===== src/rtl/mpy_pkg.sv =====
// rtl/mpy_pkg.sv - shared types and arithmetic helpers for the multiplier back end
package mpy_pkg;

    localparam int PROD_W = 8;

    // HOLD is not a state: it is carried by sum_valid, orthogonal to IDLE/ACC.
    typedef enum logic {
        IDLE = 1'b0,
        ACC  = 1'b1
    } acc_state_e;

    // Sign-extend a product to 32 bits; callers narrow it to their accumulator width.
    function automatic logic [31:0] sext_prod(input logic [PROD_W-1:0] p);
        return {{(32 - PROD_W){p[PROD_W-1]}}, p};
    endfunction

    function automatic logic add_ovf(input logic a_sign, input logic b_sign, input logic s_sign);
        return (a_sign == b_sign) && (s_sign != a_sign);
    endfunction

endpackage


===== src/rtl/mpy_acc_ctrl.sv =====
// rtl/mpy_acc_ctrl.sv - term counter, group state and input/output handshake
module mpy_acc_ctrl
    import mpy_pkg::*;
#(
    parameter int N_TERMS = 4,
    parameter int CNT_W   = 8
) (
    input  logic             clk,
    input  logic             rst,
    input  logic             clr_i,
    input  logic             p_valid_i,
    input  logic             sum_ready_i,
    output logic             p_ready_o,
    output logic             acc_en_o,
    output logic             final_o,
    output logic             sum_valid_o,
    output logic [CNT_W-1:0] term_cnt_o
);

    acc_state_e       state_q, state_d;
    logic [CNT_W-1:0] cnt_q, cnt_d;
    logic             sum_valid_q, sum_valid_d;
    logic             last_term;

    assign last_term = (cnt_q == CNT_W'(N_TERMS - 1));

    // A pending sum only blocks input if the consumer is not taking it this cycle.
    assign p_ready_o = !clr_i && (!sum_valid_q || sum_ready_i);
    assign acc_en_o  = p_valid_i && p_ready_o;
    assign final_o   = acc_en_o && last_term;

    always_comb begin
        state_d     = state_q;
        cnt_d       = cnt_q;
        sum_valid_d = sum_valid_q;
        if (clr_i || final_o) begin
            state_d = IDLE;
            cnt_d   = '0;
        end else if (acc_en_o) begin
            state_d = ACC;
            cnt_d   = (state_q == IDLE) ? CNT_W'(1) : cnt_q + CNT_W'(1);
        end
        // A final accept wins over sum_ready so back-to-back groups keep full rate.
        if (final_o) begin
            sum_valid_d = 1'b1;
        end else if (sum_ready_i) begin
            sum_valid_d = 1'b0;
        end
    end

    always_ff @(posedge clk) begin
        if (rst) begin
            state_q     <= IDLE;
            cnt_q       <= '0;
            sum_valid_q <= 1'b0;
        end else begin
            state_q     <= state_d;
            cnt_q       <= cnt_d;
            sum_valid_q <= sum_valid_d;
        end
    end

    assign sum_valid_o = sum_valid_q;
    assign term_cnt_o  = cnt_q;

endmodule


===== src/rtl/mpy_acc.sv =====
// rtl/mpy_acc.sv - accumulates N_TERMS signed products per group into a handshaked sum
module mpy_acc
    import mpy_pkg::*;
#(
    parameter int N_TERMS = 4,
    parameter int ACC_W   = 12,
    parameter int CNT_W   = 8
) (
    input  logic              clk,
    input  logic              rst,
    input  logic              clr,
    input  logic              p_valid,
    input  logic [PROD_W-1:0] p,
    output logic              p_ready,
    output logic              sum_valid,
    output logic [ACC_W-1:0]  sum,
    output logic              sum_ovf,
    input  logic              sum_ready,
    output logic [CNT_W-1:0]  term_cnt
);

    logic             acc_en;
    logic             final_acc;
    logic [ACC_W-1:0] p_ext;
    logic [ACC_W-1:0] acc_next;
    logic             add_ov;

    logic [ACC_W-1:0] acc_q, acc_d;
    logic             ovf_acc_q, ovf_acc_d;
    logic [ACC_W-1:0] sum_q, sum_d;
    logic             sum_ovf_q, sum_ovf_d;

    mpy_acc_ctrl #(
        .N_TERMS (N_TERMS),
        .CNT_W   (CNT_W)
    ) u_ctrl (
        .clk         (clk),
        .rst         (rst),
        .clr_i       (clr),
        .p_valid_i   (p_valid),
        .sum_ready_i (sum_ready),
        .p_ready_o   (p_ready),
        .acc_en_o    (acc_en),
        .final_o     (final_acc),
        .sum_valid_o (sum_valid),
        .term_cnt_o  (term_cnt)
    );

    assign p_ext    = ACC_W'(sext_prod(p));
    assign acc_next = acc_q + p_ext;
    assign add_ov   = add_ovf(acc_q[ACC_W-1], p_ext[ACC_W-1], acc_next[ACC_W-1]);

    always_comb begin
        acc_d     = acc_q;
        ovf_acc_d = ovf_acc_q;
        sum_d     = sum_q;
        sum_ovf_d = sum_ovf_q;
        if (clr) begin
            acc_d     = '0;
            ovf_acc_d = 1'b0;
        end else if (final_acc) begin
            sum_d     = acc_next;
            sum_ovf_d = ovf_acc_q || add_ov;
            acc_d     = '0;
            ovf_acc_d = 1'b0;
        end else if (acc_en) begin
            acc_d     = acc_next;
            ovf_acc_d = ovf_acc_q || add_ov;
        end
    end

    always_ff @(posedge clk) begin
        if (rst) begin
            acc_q     <= '0;
            ovf_acc_q <= 1'b0;
            sum_q     <= '0;
            sum_ovf_q <= 1'b0;
        end else begin
            acc_q     <= acc_d;
            ovf_acc_q <= ovf_acc_d;
            sum_q     <= sum_d;
            sum_ovf_q <= sum_ovf_d;
        end
    end

    assign sum     = sum_q;
    assign sum_ovf = sum_ovf_q;

endmodule


===== config.mk =====
export PLATFORM = sky130hd
export DESIGN_NAME = mpy_acc
export DESIGN_NICKNAME = d
export VERILOG_FILES = /design/src/rtl/mpy_pkg.sv /design/src/rtl/mpy_acc_ctrl.sv /design/src/rtl/mpy_acc.sv
export SDC_FILE = /design/constraint.sdc
export NUM_CORES = 1
export LEC_CHECK = 0
export ABC_AREA = 1
export ABC_CLOCK_PERIOD_IN_PS = 3400
export BUFFER_PORTS_ARGS = -buffer_cell sky130_fd_sc_hd__buf_2
export CAP_MARGIN = 20
export CORE_UTILIZATION = 40
export DETAILED_ROUTE_END_ITERATION = 10
export SETUP_SLACK_MARGIN = 0.3
export SYNTH_ARGS = -nofsm -noshare
export SYNTH_HDL_FRONTEND = slang
export SYNTH_SLANG_ARGS = --single-unit

===== constraint.sdc =====
create_clock -name clk -period 3.4 [get_ports clk]
set_input_delay 0.34 -clock clk [delete_from_list [all_inputs] [get_ports clk]]
set_output_delay 0.34 -clock clk [all_outputs]
set_load 0.01 [all_outputs]

# Yosys cells after proc, flatten, opt, wreduce, memory -nomap -nowiden
# Index checks and enable logic that the tools add are counted.
# classes
addsub	2
mul	0
div	0
order_cmp	0
eq_ne	3
n_shift	0
muxes	3
bitwise_logic	1
n_reduce_logical	13
# ops
operator	count
adder 12 bit	1
adder 8 x 1 -> 8 bit, second input constant	1
equality test 8 x 2 -> 1 bit, second input constant	1
two-way mux 8 bit	1
logical AND 1 bit	4
logical OR 1 bit	3
OR reduction 3 bit	1
logical NOT 1 bit	2
two-way mux 1 bit	2
AND reduction 2 bit	1
nonzero test 2 bit	1
OR reduction 2 bit	1
equality test 1 bit	1
inequality test 1 bit	1
NOT 1 bit	1
# word_totals
regBits	36
latch_bits	0
ram_bits	0
romBits	0
in_bits	13
out_inout_bits	23
word_cells	29
memories	0

# Longest topological paths before layout
# logic_depth
ltp_word	7
mapped_depth	11
ltp_nobuf	11

# Cells and area by module
# Synthesis repeated with hierarchy kept, for this count alone.
# unflattened
hier_cells	328
hier_area_um2	2239.6
# by_module_without_submodules
mod	instances	cells_each	area_per_inst_um2	seq_area_each_um2
mpy_acc	1	241	1644.1	520.5
mpy_acc_ctrl	1	87	595.6	200.2

# Worst setup path before layout
# Ideal clock, no wire load.
# synth_timing
path_type	input to register
from	input p[0]
to	register acc_q[6]
arrival_time_ns	1.616
t_required_ns	3.290
slack_ns	1.673
path_stages	9
cell_sequence	ha_1 fa_1 nand3_1 nand2_1 a21oi_1 xor2_1 nand2_1 nand3_1 inv_1
# synth_via
elab_chain_len	1
# synth_lines
item	line	source
start, declared	mpy_acc.sv:13	input logic [PROD_W-1:0] p,
adder 12 bit	mpy_acc.sv:50	assign acc_next = acc_q + p_ext;
end signal, assigned	mpy_acc.sv:74	acc_q <= '0;
end signal, assigned	mpy_acc.sv:79	acc_q <= acc_d;
end, declared	mpy_acc.sv:28	logic [ACC_W-1:0] acc_q, acc_d;
# No other way between the ends.
# A chain may end at the register's enable or synchronous reset.

# Final worst setup path
# layout_timing
from	register u_ctrl.sum_valid_q (netlist: u_ctrl.sum_valid_o)
to	register acc_q[11]
# layout_via
elab_chain_len	6
# layout_lines
item	line	source
start, declared	mpy_acc_ctrl.sv:22	logic sum_valid_q, sum_valid_d;
start signal, assigned	mpy_acc_ctrl.sv:59	sum_valid_q <= sum_valid_d;
logical NOT 1 bit (*)	mpy_acc_ctrl.sv:28	assign p_ready_o = !clr_i && (!sum_valid_q || sum_ready_i);
logical OR 1 bit (*)	mpy_acc_ctrl.sv:28	
logical AND 1 bit (*)	mpy_acc_ctrl.sv:28	
logical AND 1 bit (*)	mpy_acc_ctrl.sv:29	assign acc_en_o = p_valid_i && p_ready_o;
logical AND 1 bit	mpy_acc_ctrl.sv:30	assign final_o = acc_en_o && last_term;
OR reduction 3 bit (no line)	--	
# Mark *: on every way between the ends. The rest lies on a longest branch, timed or not.

==> out/qor.yml <==
status: "finished clean"
postCtsSetupRepairBufs: 0
slowest_delay_ns: 0.35
hold_path_depth: 4
cap_violations: 0
hold_end: "u_ctrl.sum_valid_o"
fmax_mhz: 516
final_util_pct: 47.9
cts.sink_count: 36
critPathRequiredTime_ns: 3.58
cp_cell_sequence: "nand2_2 -> nand3_4 -> inv_4 -> nand2_1 -> nand3_1 -> inv_1 -> o21a_1 -> nand2_1 -> inv_1"
synth_warnings: 0
arrival_ns: 2.12
r2r-start: "u_ctrl.sum_valid_o"
cts-buffers-inserted: 5
finalMaxSlewViolations: 0
antenna_found_initial: 0
multi_input_area_mm2: 0.00119
criticalPathCategory: "flip-flop to flip-flop"
fin_skew_ns: 0.00775
rsz0062_at_grt: "false"
clock_latency_ns: 0.28
ant_nets: 0
r2r_end: "acc_q[11]"
synthToLayoutAreaGrowth_pct: 14.3
cp-end-kind: "flip-flop"
pre_cts_slack_ns: 1.32
clockBufferDepth: 2
async_flop_share_pct: 0
grt_pass1_vias: 1707
die-area_mm2: 0.00568
hp-class: "input pin to flip-flop"
fin_ws_ns: 1.46
syn_area_mm2: 0.00215
fin_tns_setup_ns: 0
irDropWorstVdd_mv: 0.226
vias: 1897
tightest_slew_ns: 0.463
synth_simple_gate_area_share_pct: 32.7
ys_types: 33
start_util_pct: 41.9
max-slew-margin-rel_pct: 69.1
diodes: 0
core_mm2: 0.00514
h-tree-depth: 2
slowest_stage: "nand3_1"
finalWeightedCongestion: 0.852
cts_hold_buf: 0
power_density_mw_per_mm2: 368
hold_viol_final: 0
yosys_register_bits: 36
seqCellArea_um2: 721
io_buffers: 35
cp_max_fo: 25
p_leak_nw: 1.29
reg2regPathDepth: 9
hold_start: "sum_ready"
setup_viol: 0
muxShareOfSynthArea_pct: 0
ios: 36
cts-root-buf: "clkbuf_8"
syn_area_per_cell_um2: 7.04
grt_use_total_pct: 17.6
synth_top_family_by_area: "simple AND/OR/NAND/NOR gates"
ys_seq_area_share_pct: 33.5
nets: 367
die_y_um: 75.4
cts-resized-gates: 0
fillers: 550
fin_crit_ns: 1.94
synth_compound_area_share_pct: 11.9
grt_pass1_wl_um: 7560
synthAdderAreaFrac_pct: 7.90
dp_hpwl_um: 3530
rows: 26
synth_cells: 306
fin_crit_sh_pct: 57.0
wl_per_cell_um: 11.4
reg2reg_slack_ns: 1.46
drt-total-wl_um: 4680
yosys.area_share.xor_xnor_pct: 2.85
drt_iter0_drc: 98
overflow: 0
drt-pass1-iter-count: 4
start_kind: "flip-flop"
grt_max_degree: 26
via_per_inst: 4.60
drc: 0
cts.clk_slew.worst_paths_ns: 0.07
synth-main-ff-cell: "dfxtp_1"
cts_tree: "yes"
fp.dieW_um: 75.4
synth_edf_count: 0
drive_gt1_share_pct: 21.1
synth_nets: 332
## layer usage
| layer | vias up | track usage, % | share of wire, % | wire length, um |
|---|---|---|---|---|
| li1 | 1035 | - | - | - |
| met1 | 824 | 23.2 | 49 | 2290 |
| met2 | 33 | 28.9 | 47 | 2180 |
| met3 | 5 | 4.37 | 3.7 | 175 |
| met4 | 0 | 4.32 | 0.75 | 35 |
| met5 | - | 0 | 0 | 0 |
## layout by cell type, fill, tap and decap left out, types with 7 or more instances in the layout
master / count
a21oi_1: 18
buf_2: 35
dfxtp_1: 36
ha_1: 12
inv_1: 40
nand2_1: 69
nand3_1: 23
nor2_1: 35
nor2_2: 12
o21ai_1: 7
## power breakdown
part	switching (mW)	total (mW)	internal [mW]	leakage, nW
Clock	0.155	0.373	0.218	0.0552
Sequential	0.00328	0.430	0.427	0.291
Combinational	0.0665	0.102	0.0358	0.946
Total	0.225	0.905	0.680	1.29
## cells in the mapped netlist (2+ instances only)
library cell | count | area (um^2)
o21bai_1 | 2 | 15.0
buf_6 | 2 | 22.5
or2_2 | 2 | 12.5
o21ai_0 | 6 | 30.0
nor2_1 | 35 | 131
inv_2 | 6 | 22.5
nand2_2 | 2 | 12.5
inv_1 | 40 | 150
nand4_1 | 4 | 25.0
a21oi_1 | 18 | 90.1
a21o_1 | 2 | 15.0
o21a_1 | 5 | 37.5
nand3_1 | 23 | 115
ha_1 | 12 | 150
nor2_2 | 12 | 75.1
nand2_1 | 69 | 259
dfxtp_1 | 36 | 721
buf_2 | 4 | 20.0
o21ai_1 | 7 | 35.0
xor2_1 | 6 | 52.6
## worst max-delay path: cells and delay by family, from the launching register on
kind / cells / cell delay (ns)
and+or+nand+nor: 5 / 0.78
AOI/OAI and AO/OA: 1 / 0.16
buffers and inverters: 3 / 0.58
DFF: 1 / 0.33
## worst max-delay path by stage
stage	from	end	cells after the start
after global routing	u_ctrl.sum_valid_o	acc_q[8]	9
after floorplan	p[0]	acc_q[6]	9
after detailed placement	sum_ready	acc_q[10]	11
after CTS	u_ctrl.sum_valid_o	acc_q[10]	9
final	u_ctrl.sum_valid_o	acc_q[11]	9
after global placement	sum_ready	acc_q[10]	11
## cell type report
type | count | share of cell area [%]
multi-input cells | 216 | 48.4
repair buffers | 35 | 7.12
clock inverters | 2 | 1.42
well taps | 70 | 3.56
clock buffers | 6 | 2.95
flip-flops and latches | 36 | 29.3
inverters | 47 | 7.27
## flip-flops by register name, summed over array words and instances (netlist names)
| signal | flops |
|---|---|
| acc_q | 12 |
| ovf_acc_q | 1 |
| sum | 12 |
| sum_ovf | 1 |
| u_ctrl.state_q | 1 |
| u_ctrl.sum_valid_o | 1 |
| u_ctrl.term_cnt_o | 8 |
## metrics by stage
step	instances	instance area (um^2)	hold WS (ns)	total power [mW]
after floorplan	306	2150	0.442	0.515
after global placement	404	2350	0.472	0.541
after detailed placement	404	2350	0.464	0.542
after CTS	412	2460	0.357	0.915
after global routing	412	2460	0.379	0.947
final	412	2460	0.362	0.905
## cell families after synthesis
group | after synthesis
fa+ha+maj | 13
flops | 36
compound gates | 43
buf+inv | 54
simple gates | 153
xor+xnor | 7
Note: power is estimated with default switching activity, not from simulation.
